[src/rtl/regfile_fwd_sb_pkg.sv]
// Shared definitions for the bypassed register file: stall reason codes.
package regfile_fwd_sb_pkg;

    typedef enum logic [1:0] {
        RF_STALL_NONE = 2'd0,
        RF_STALL_LOAD = 2'd1,
        RF_STALL_MC   = 2'd2,
        RF_STALL_BLK  = 2'd3
    } stall_why_t;

endpackage

[src/rtl/regfile_fwd_sb_read_port.sv]
// One combinational read port: EX/ME/link/WB bypass plus load-use and multi-cycle hazard detection.
module rf_read_port #(
    parameter int DW       = 32,
    parameter int AW       = 5,
    parameter int LINK_REG = 31,
    parameter int LOAD_ME  = 0
) (
    input  logic [AW-1:0] addr,
    input  logic          used,
    input  logic [DW-1:0] arr_data,
    input  logic          ex_we,
    input  logic [AW-1:0] ex_addr,
    input  logic [DW-1:0] ex_data,
    input  logic          ex_load,
    input  logic          me_we,
    input  logic [AW-1:0] me_addr,
    input  logic [DW-1:0] me_data,
    input  logic          me_load,
    input  logic          lk_we,
    input  logic [DW-1:0] lk_data,
    input  logic          w_we,
    input  logic [AW-1:0] w_addr,
    input  logic [DW-1:0] w_data,
    input  logic          busy,
    input  logic          mc_done,
    input  logic [AW-1:0] mc_dest_q,
    output logic [DW-1:0] data,
    output logic          load_haz,
    output logic          mc_haz
);
    import regfile_fwd_sb_pkg::*;

    localparam logic [AW-1:0] LINK_A = AW'(LINK_REG);
    localparam bit            LME    = (LOAD_ME != 0);

    logic nz;
    assign nz = (addr != '0);

    // Youngest producer wins; the link port outranks WB because it also wins the write.
    always_comb begin
        data = arr_data;
        if (!nz)
            data = '0;
        else if (ex_we && ex_addr == addr)
            data = ex_data;
        else if (me_we && me_addr == addr)
            data = me_data;
        else if (lk_we && addr == LINK_A)
            data = lk_data;
        else if (w_we && w_addr == addr)
            data = w_data;
    end

    assign load_haz = used && nz &&
                      ((ex_we && ex_load && ex_addr == addr) ||
                       (LME && me_we && me_load && me_addr == addr));
    assign mc_haz   = busy && !mc_done && used && nz && (addr == mc_dest_q);

endmodule

[src/rtl/regfile_fwd_sb.sv]
// GPR file with bypassed read ports, link write port, one-entry multi-cycle scoreboard and stall counter.
module regfile_fwd_sb
    import regfile_fwd_sb_pkg::*;
#(
    parameter int DW       = 32,
    parameter int AW       = 5,
    parameter int NRD      = 2,
    parameter int LINK_REG = 31,
    parameter int LOAD_ME  = 0,
    parameter int CNTW     = 32
) (
    input  logic              clk,
    input  logic              rst,
    input  logic              w_we,
    input  logic [AW-1:0]     w_addr,
    input  logic [DW-1:0]     w_data,
    input  logic              lk_we,
    input  logic [DW-1:0]     lk_data,
    input  logic [NRD*AW-1:0] rd_addr,
    input  logic [NRD-1:0]    rd_used,
    output logic [NRD*DW-1:0] rd_data,
    input  logic              ex_we,
    input  logic [AW-1:0]     ex_addr,
    input  logic [DW-1:0]     ex_data,
    input  logic              ex_load,
    input  logic              me_we,
    input  logic [AW-1:0]     me_addr,
    input  logic [DW-1:0]     me_data,
    input  logic              me_load,
    input  logic              mc_issue,
    input  logic [AW-1:0]     mc_dest,
    input  logic              mc_done,
    output logic              stall,
    output logic [1:0]        stall_why,
    output logic [CNTW-1:0]   stall_cnt,
    output logic              mc_err
);
    localparam int            DEPTH  = 2 ** AW;
    localparam logic [AW-1:0] LINK_A = AW'(LINK_REG);

    logic [DW-1:0]  regs [DEPTH];
    logic           busy;
    logic [AW-1:0]  dest_q;
    logic [NRD-1:0] load_haz;
    logic [NRD-1:0] mc_haz;
    logic           blocked;
    stall_why_t     why_c;

    for (genvar i = 0; i < NRD; i++) begin : g_port
        rf_read_port #(
            .DW(DW), .AW(AW), .LINK_REG(LINK_REG), .LOAD_ME(LOAD_ME)
        ) u_port (
            .addr     (rd_addr[i*AW +: AW]),
            .used     (rd_used[i]),
            .arr_data (regs[rd_addr[i*AW +: AW]]),
            .ex_we    (ex_we),
            .ex_addr  (ex_addr),
            .ex_data  (ex_data),
            .ex_load  (ex_load),
            .me_we    (me_we),
            .me_addr  (me_addr),
            .me_data  (me_data),
            .me_load  (me_load),
            .lk_we    (lk_we),
            .lk_data  (lk_data),
            .w_we     (w_we),
            .w_addr   (w_addr),
            .w_data   (w_data),
            .busy     (busy),
            .mc_done  (mc_done),
            .mc_dest_q(dest_q),
            .data     (rd_data[i*DW +: DW]),
            .load_haz (load_haz[i]),
            .mc_haz   (mc_haz[i])
        );
    end

    assign blocked = mc_issue && busy && !mc_done;
    assign stall   = (|load_haz) || (|mc_haz);

    always_comb begin
        why_c = RF_STALL_NONE;
        if (|load_haz)
            why_c = RF_STALL_LOAD;
        else if (|mc_haz)
            why_c = RF_STALL_MC;
        else if (blocked)
            why_c = RF_STALL_BLK;
    end
    assign stall_why = why_c;

    // Link write is issued after the main write so it takes the register on a collision.
    always_ff @(posedge clk or negedge rst) begin
        if (!rst) begin
            for (int r = 0; r < DEPTH; r++)
                regs[r] <= '0;
        end else begin
            if (w_we && w_addr != '0)
                regs[w_addr] <= w_data;
            if (lk_we && LINK_A != '0)
                regs[LINK_A] <= lk_data;
        end
    end

    // A blocked issue leaves the tracked op untouched; only the error flag records it.
    always_ff @(posedge clk or negedge rst) begin
        if (!rst) begin
            busy      <= 1'b0;
            dest_q    <= '0;
            mc_err    <= 1'b0;
            stall_cnt <= '0;
        end else begin
            if (mc_issue && (!busy || mc_done)) begin
                busy   <= 1'b1;
                dest_q <= mc_dest;
            end else if (mc_done) begin
                busy <= 1'b0;
            end
            if (blocked)
                mc_err <= 1'b1;
            if (stall && stall_cnt != {CNTW{1'b1}})
                stall_cnt <= stall_cnt + CNTW'(1);
        end
    end

endmodule
[config.mk]
export PLATFORM = sky130hd
export DESIGN_NAME = regfile_fwd_sb
export DESIGN_NICKNAME = d
export VERILOG_FILES = /design/src/rtl/regfile_fwd_sb_pkg.sv /design/src/rtl/regfile_fwd_sb_read_port.sv /design/src/rtl/regfile_fwd_sb.sv
export SDC_FILE = /design/constraint.sdc
export NUM_CORES = 2
export LEC_CHECK = 0
export ABC_CLOCK_PERIOD_IN_PS = 2600
export CAP_MARGIN = 40
export CORE_MARGIN = 2
export CORE_UTILIZATION = 56
export DETAILED_ROUTE_END_ITERATION = 6
export HOLD_SLACK_MARGIN = 0.06
export PLACE_DENSITY = 0.78
export SLEW_MARGIN = 25
export SYNTH_ARGS = -nofsm -noshare
export SYNTH_HDL_FRONTEND = slang
export SYNTH_HIERARCHICAL = 1
export SYNTH_SLANG_ARGS = --single-unit
[constraint.sdc]
create_clock -name clk -period 2.6 [get_ports clk]
set_input_delay 0.52 -clock clk [delete_from_list [all_inputs] [get_ports clk]]
set_output_delay 0.52 -clock clk [all_outputs]
set_load 0.02 [all_outputs]
==> summary by stage <==
Global route
The global-route usage over all layers is a little under two fifths. Entering global routing, the biggest net connects 150 pins. The initial antenna violation count is 1. The first-pass GRT wire length is between 300000 and 400000 microns. The number of global-route vias before repair was roughly 47000.

The residual overflow from global routing is 0.

Logic synthesis
Yosys printed 6 warnings. After Yosys synthesis, full adders, half adders and majority gates account for less than 1% of the synthesized area. The count of flip-flops with a built-in enable after synthesis is 0. In this run the cell area of the synthesized design comes to ~0.060 sq mm.

A synthesized cell averages 14.10 sq um. The part of the Yosys area used for sequential elements is between 40% and 50%. The XOR/XNOR share of the synthesized area is roughly 1%. The register bit count reported by yosys is between 1000 and 1500.

Synthesis produced a netlist with a net count of 4438. The simple-gate area share of the yosys netlist is around 3.7%. In the synthesized netlist the async set-or-reset flop fraction comes to 100.0%. The main combinational cell family by area after synthesis is multiplexers. The gate count after technology mapping is 4267. The flip-flop cell with the highest count after synthesis is dfrtp_1. The synthesized netlist contains 51 unique library cells. The mux contribution to synthesized area is 43.15%. The synthesized netlist devotes 4.291% of its cell area to compound gates.

Placed design
The count of buffers added on input and output ports is around 270. The placer's final routability congestion estimate is between 0.9 and 1. Summed over all nets, the half-perimeter wirelength after detailed placement is between 100000 and 150000 microns. Before CTS, the worst setup slack after placement is -1514 ps.

Floorplan
The die is around 330 microns tall. The floorplan step defined a die boundary enclosing between 0.1 and 0.15 sq mm. From left edge to right edge, the die measures around 330 microns. The number of cell rows is 120. The total area inside the core boundary comes to between 0.1 and 0.15 sq mm. The starting utilization of the core area is 56.34%. The I/O pin count is 270.

Worst hold path
The tightest min-delay check is of the in -> async type.

Status
The final reports fail on design-rule violations, negative setup slack. The run finished, with violations left.

CTS
The clock drives ~1100 sinks. The TritonCTS clock tree is built. CTS built an H-tree with a depth of 3. The master cell of the clock root buffer is clkbuf_16.

The number of buffers inserted during clock tree synthesis is about 110. After clock tree synthesis, the clock-pin slew on the worst setup and hold paths is approximately 60 ps. In this run the deepest clock path goes through 3 buffers. The clock latency at the later pin of the worst-skew pair is around 740 ps.

STA
The worst pin sits at a relative slew slack of 41.36%. On the final layout, the worst clock skew is 19.84 ps. For this run, the top clock speed supported by timing is ~0.3 GHz. The final-layout worst hold slack is between 200 and 250 ps.

The slack of the critical path is -800.8 ps. Summed over all failing endpoints, the final setup total negative slack is -47720 ps. The final setup violation count is a little under 100.

The number of pins with negative max-slew slack in the final report is 0. The number of hold violations in the final report is 0. For the pin with the worst max-slew slack, the measured transition is approximately 900 ps. The period utilization is 130.8%.

After layout, the minimum clock period comes to 3401 ps. Setup repair after global routing could not meet its margin everywhere.

Worst setup path
The slack of the worst reg-to-reg path is -370 ps. The start of the worst register-to-register path is dest_q[3]$_DFFE_PN0P_. The worst reg-to-reg path cell count is 12. The maximum fanout along the worst path is 2. For the worst setup path, the data arrival time is about 2900 ps. Among cell families on the critical path, the largest total delay comes from compound AO/OA/AOI/OAI gates. On the critical path, the stage with the largest delay is an instance of mux4_2. STA classifies the critical path endpoint as a primary output.

At the worst endpoint, the required time is between 2000 and 2500 ps. Traced cell by cell, the critical path runs through buf_6 -> mux4_2 -> mux2i_2 -> o22a_1 -> o221ai_2 -> a21oi_2 -> o32ai_4 -> buf_6. The critical path is of the reg -> out type.

The worst register-to-register path ends at stall_cnt[20]$_DFFE_PN0P_. In this design, the stage delay of the slowest critical-path cell is around 460 ps. Together, buffers and inverters on the worst path number 2. Counting stages on the worst path, the most repeated cell is buf_6. The startpoint type of the worst setup path is a flop.

Detailed routing
The detailed router finished its first iteration with 5701 violations. The remaining routing DRC violations is 1. The sum of routed wire length over all layers is 211600 microns. The detailed router placed roughly 46000 vias in this run.

The pre-antenna-repair detailed-routing pass consisted of 7 iterations. The post-detailed-route via-to-cell ratio is about 7.2. The number of routed nets with antenna violations is 0. Dividing the detail-routed wire length by the instance count gives 33.24 microns.

Power
The combinational fraction of design power is 26.1%. The leakage dissipation is between 30 and 40 nW. The internal power is around 39 mW.

Power spread over the standard cell area amounts to roughly 700 mW/mm^2. The maximum ir drop on the vdd rail is roughly 0.63 mV. In this run, the clock network consumes roughly 34% of the power. The net switching power figure is ~16 mW. In this run, flip-flops and latches consume 40.4% of the power. Net switching is 29.05% of the power.

Finish
In the final layout, the share of cells above drive strength 1 is a little under three fifths. After the last flow step, the layout net total stands at a little over 5000. The area growth from synthesis to layout is 29.03%.

Flow run
Across the run, the number of max-cap violations was 0.
-- kinds of logic after synthesis --
family          Yosys count
mux                    1832
flops                  1063
buf+inv                 492
simple gates            451
compound gates          361
xor+xnor                 67
fa+ha+maj                 1
-- cell usage after synthesis, types with 2 or more instances --
library cell	n	area share (%)
o211ai_2	2	0.042
o21ai_0	96	0.80
buf_4	11	0.14
mux4_2	512	19
nor4b_1	3	0.044
nand4_4	2	0.071
nand2b_1	7	0.073
mux2i_1	353	5.9
or2_1	2	0.021
nand3b_1	6	0.075
nand4_1	19	0.20
nand3_1	146	1.2
nor2_1	155	0.97
and2_1	4	0.042
and3_1	3	0.031
nor4_1	3	0.031
mux2_2	966	18
or2_2	3	0.031
a21oi_1	65	0.54
o221ai_1	64	0.93
o32ai_1	64	0.93
and4_1	3	0.044
xor2_1	22	0.32
nor4_4	5	0.18
buf_6	8	0.15
buf_2	161	1.3
nor3b_1	4	0.050
dfrtp_1	1063	44
inv_1	5	0.031
nor3_1	10	0.083
o22a_1	64	0.93
xnor2_1	43	0.63
nand3_4	2	0.058
buf_1	62	0.39
clkbuf_1	245	1.5
nand2_1	68	0.42
xnor2_2	2	0.054
-- layer usage --
layer	GRT usage [%]	share of wire (%)	vias up	wire length [microns]
met5	0	0.014	-	30
met4	19.86	6.4	4	13540
met3	12.31	13	870	27330
met2	56.16	45	3312	94870
met1	49.01	36	23690	75850
li1	-	-	17680	-
-- power by group through the flow --
stage	sequential (mW)	combinational [mW]	clock [mW]
after floorplan	21.2	8.49	0
after global placement	21.6	12.2	0
after detailed placement	21.9	12.6	0
after CTS	21.7	13.5	18.2
after global routing	22.2	14.8	18.9
final	22.0	14.2	18.2
-- cells in the final DEF (no fill, tap or decap), types with 10 or more instances in the layout --
cell type,count
nand2_1,46
clkbuf_16,119
clkinv_2,21
buf_8,10
nand2_2,21
mux2_2,965
dfrtp_1,1062
mux2i_4,26
buf_16,13
nor2_4,19
buf_4,477
mux2i_1,277
a21oi_2,37
mux2i_2,50
o21ai_0,63
a21oi_4,29
mux4_2,512
o32ai_2,55
nand3_1,135
bufinv_16,19
nor2_1,134
xor2_1,13
clkdlybuf4s50_1,176
buf_6,46
clkbuf_1,12
nand4_1,19
o21ai_1,27
o22a_1,61
o221ai_2,59
clkbuf_8,33
buf_12,213
xnor2_1,34
-- flip-flops by register name (all words and copies together), names as in the netlist --
name and flops:
regs 1024, stall_cnt 32, dest_q 5, busy 1, mc_err 1
-- worst reg2reg max path, stage by stage (launching register included) --
cell     delay (ps)
dfrtp_1         420
buf_4           150
xor2_1          140
nor4_2          290
nand3_2         130
nor4b_4         260
buf_4           190
nor4_4           80
buf_4           160
or4_4           460
nor3_4          270
nand4_1         160
xnor2_1         160
-- worst max-delay path by stage --
stage	slack, ps	depth (start not counted)	to	start
2_1_floorplan	-160	11	stall_cnt[30]$_DFFE_PN0P_	rd_addr[7]
3_3_place_gp	-1430	9	rd_data[53]	rd_addr[7]
3_5_place_dp	-1510	9	rd_data[53]	rd_addr[7]
4_1_cts	-820	8	rd_data[5]	regs[485]$_DFFE_PN0P_
5_1_grt	-840	8	rd_data[5]	regs[421]$_DFFE_PN0P_
6_report	-800	8	rd_data[5]	regs[485]$_DFFE_PN0P_
-- final cells by class --
class	instances	area [sq um]
Timing Repair Buffer	962	10960
Clock buffer	159	3352
Antenna cell	5	12.51
Inverter	5	18.77
Clock inverter	57	882.1
Sequential cell	1063	26600
Multi-Input combinational cell	2712	34030
Fill cell	6194	29140
Tap cell	1403	1755
-- metrics by stage --
step	util (%)	cells	cell area, sq um	power, mW
after detailed placement	65.74	6033	70180	34.50
after floorplan	-	4267	61290	29.68
after global routing	72.69	6361	77600	55.89
after CTS	71.65	6323	76480	53.39
final	72.70	6366	77610	54.30
after global placement	65.74	6033	70180	33.83
-- timing repair --
| action | CTS | global route |
|---|---|---|
| endpoints found under the hold margin | 214 | 0 |
| cloned | 7 | 6 |
| buffers inserted | 76 | 39 |
| pin swaps | 149 | 102 |
| hold buffers | 1 | 0 |
| resized for setup | 639 | 159 |
| setup endpoints to repair | 75 | 98 |
(Power assumes the default switching activity.)
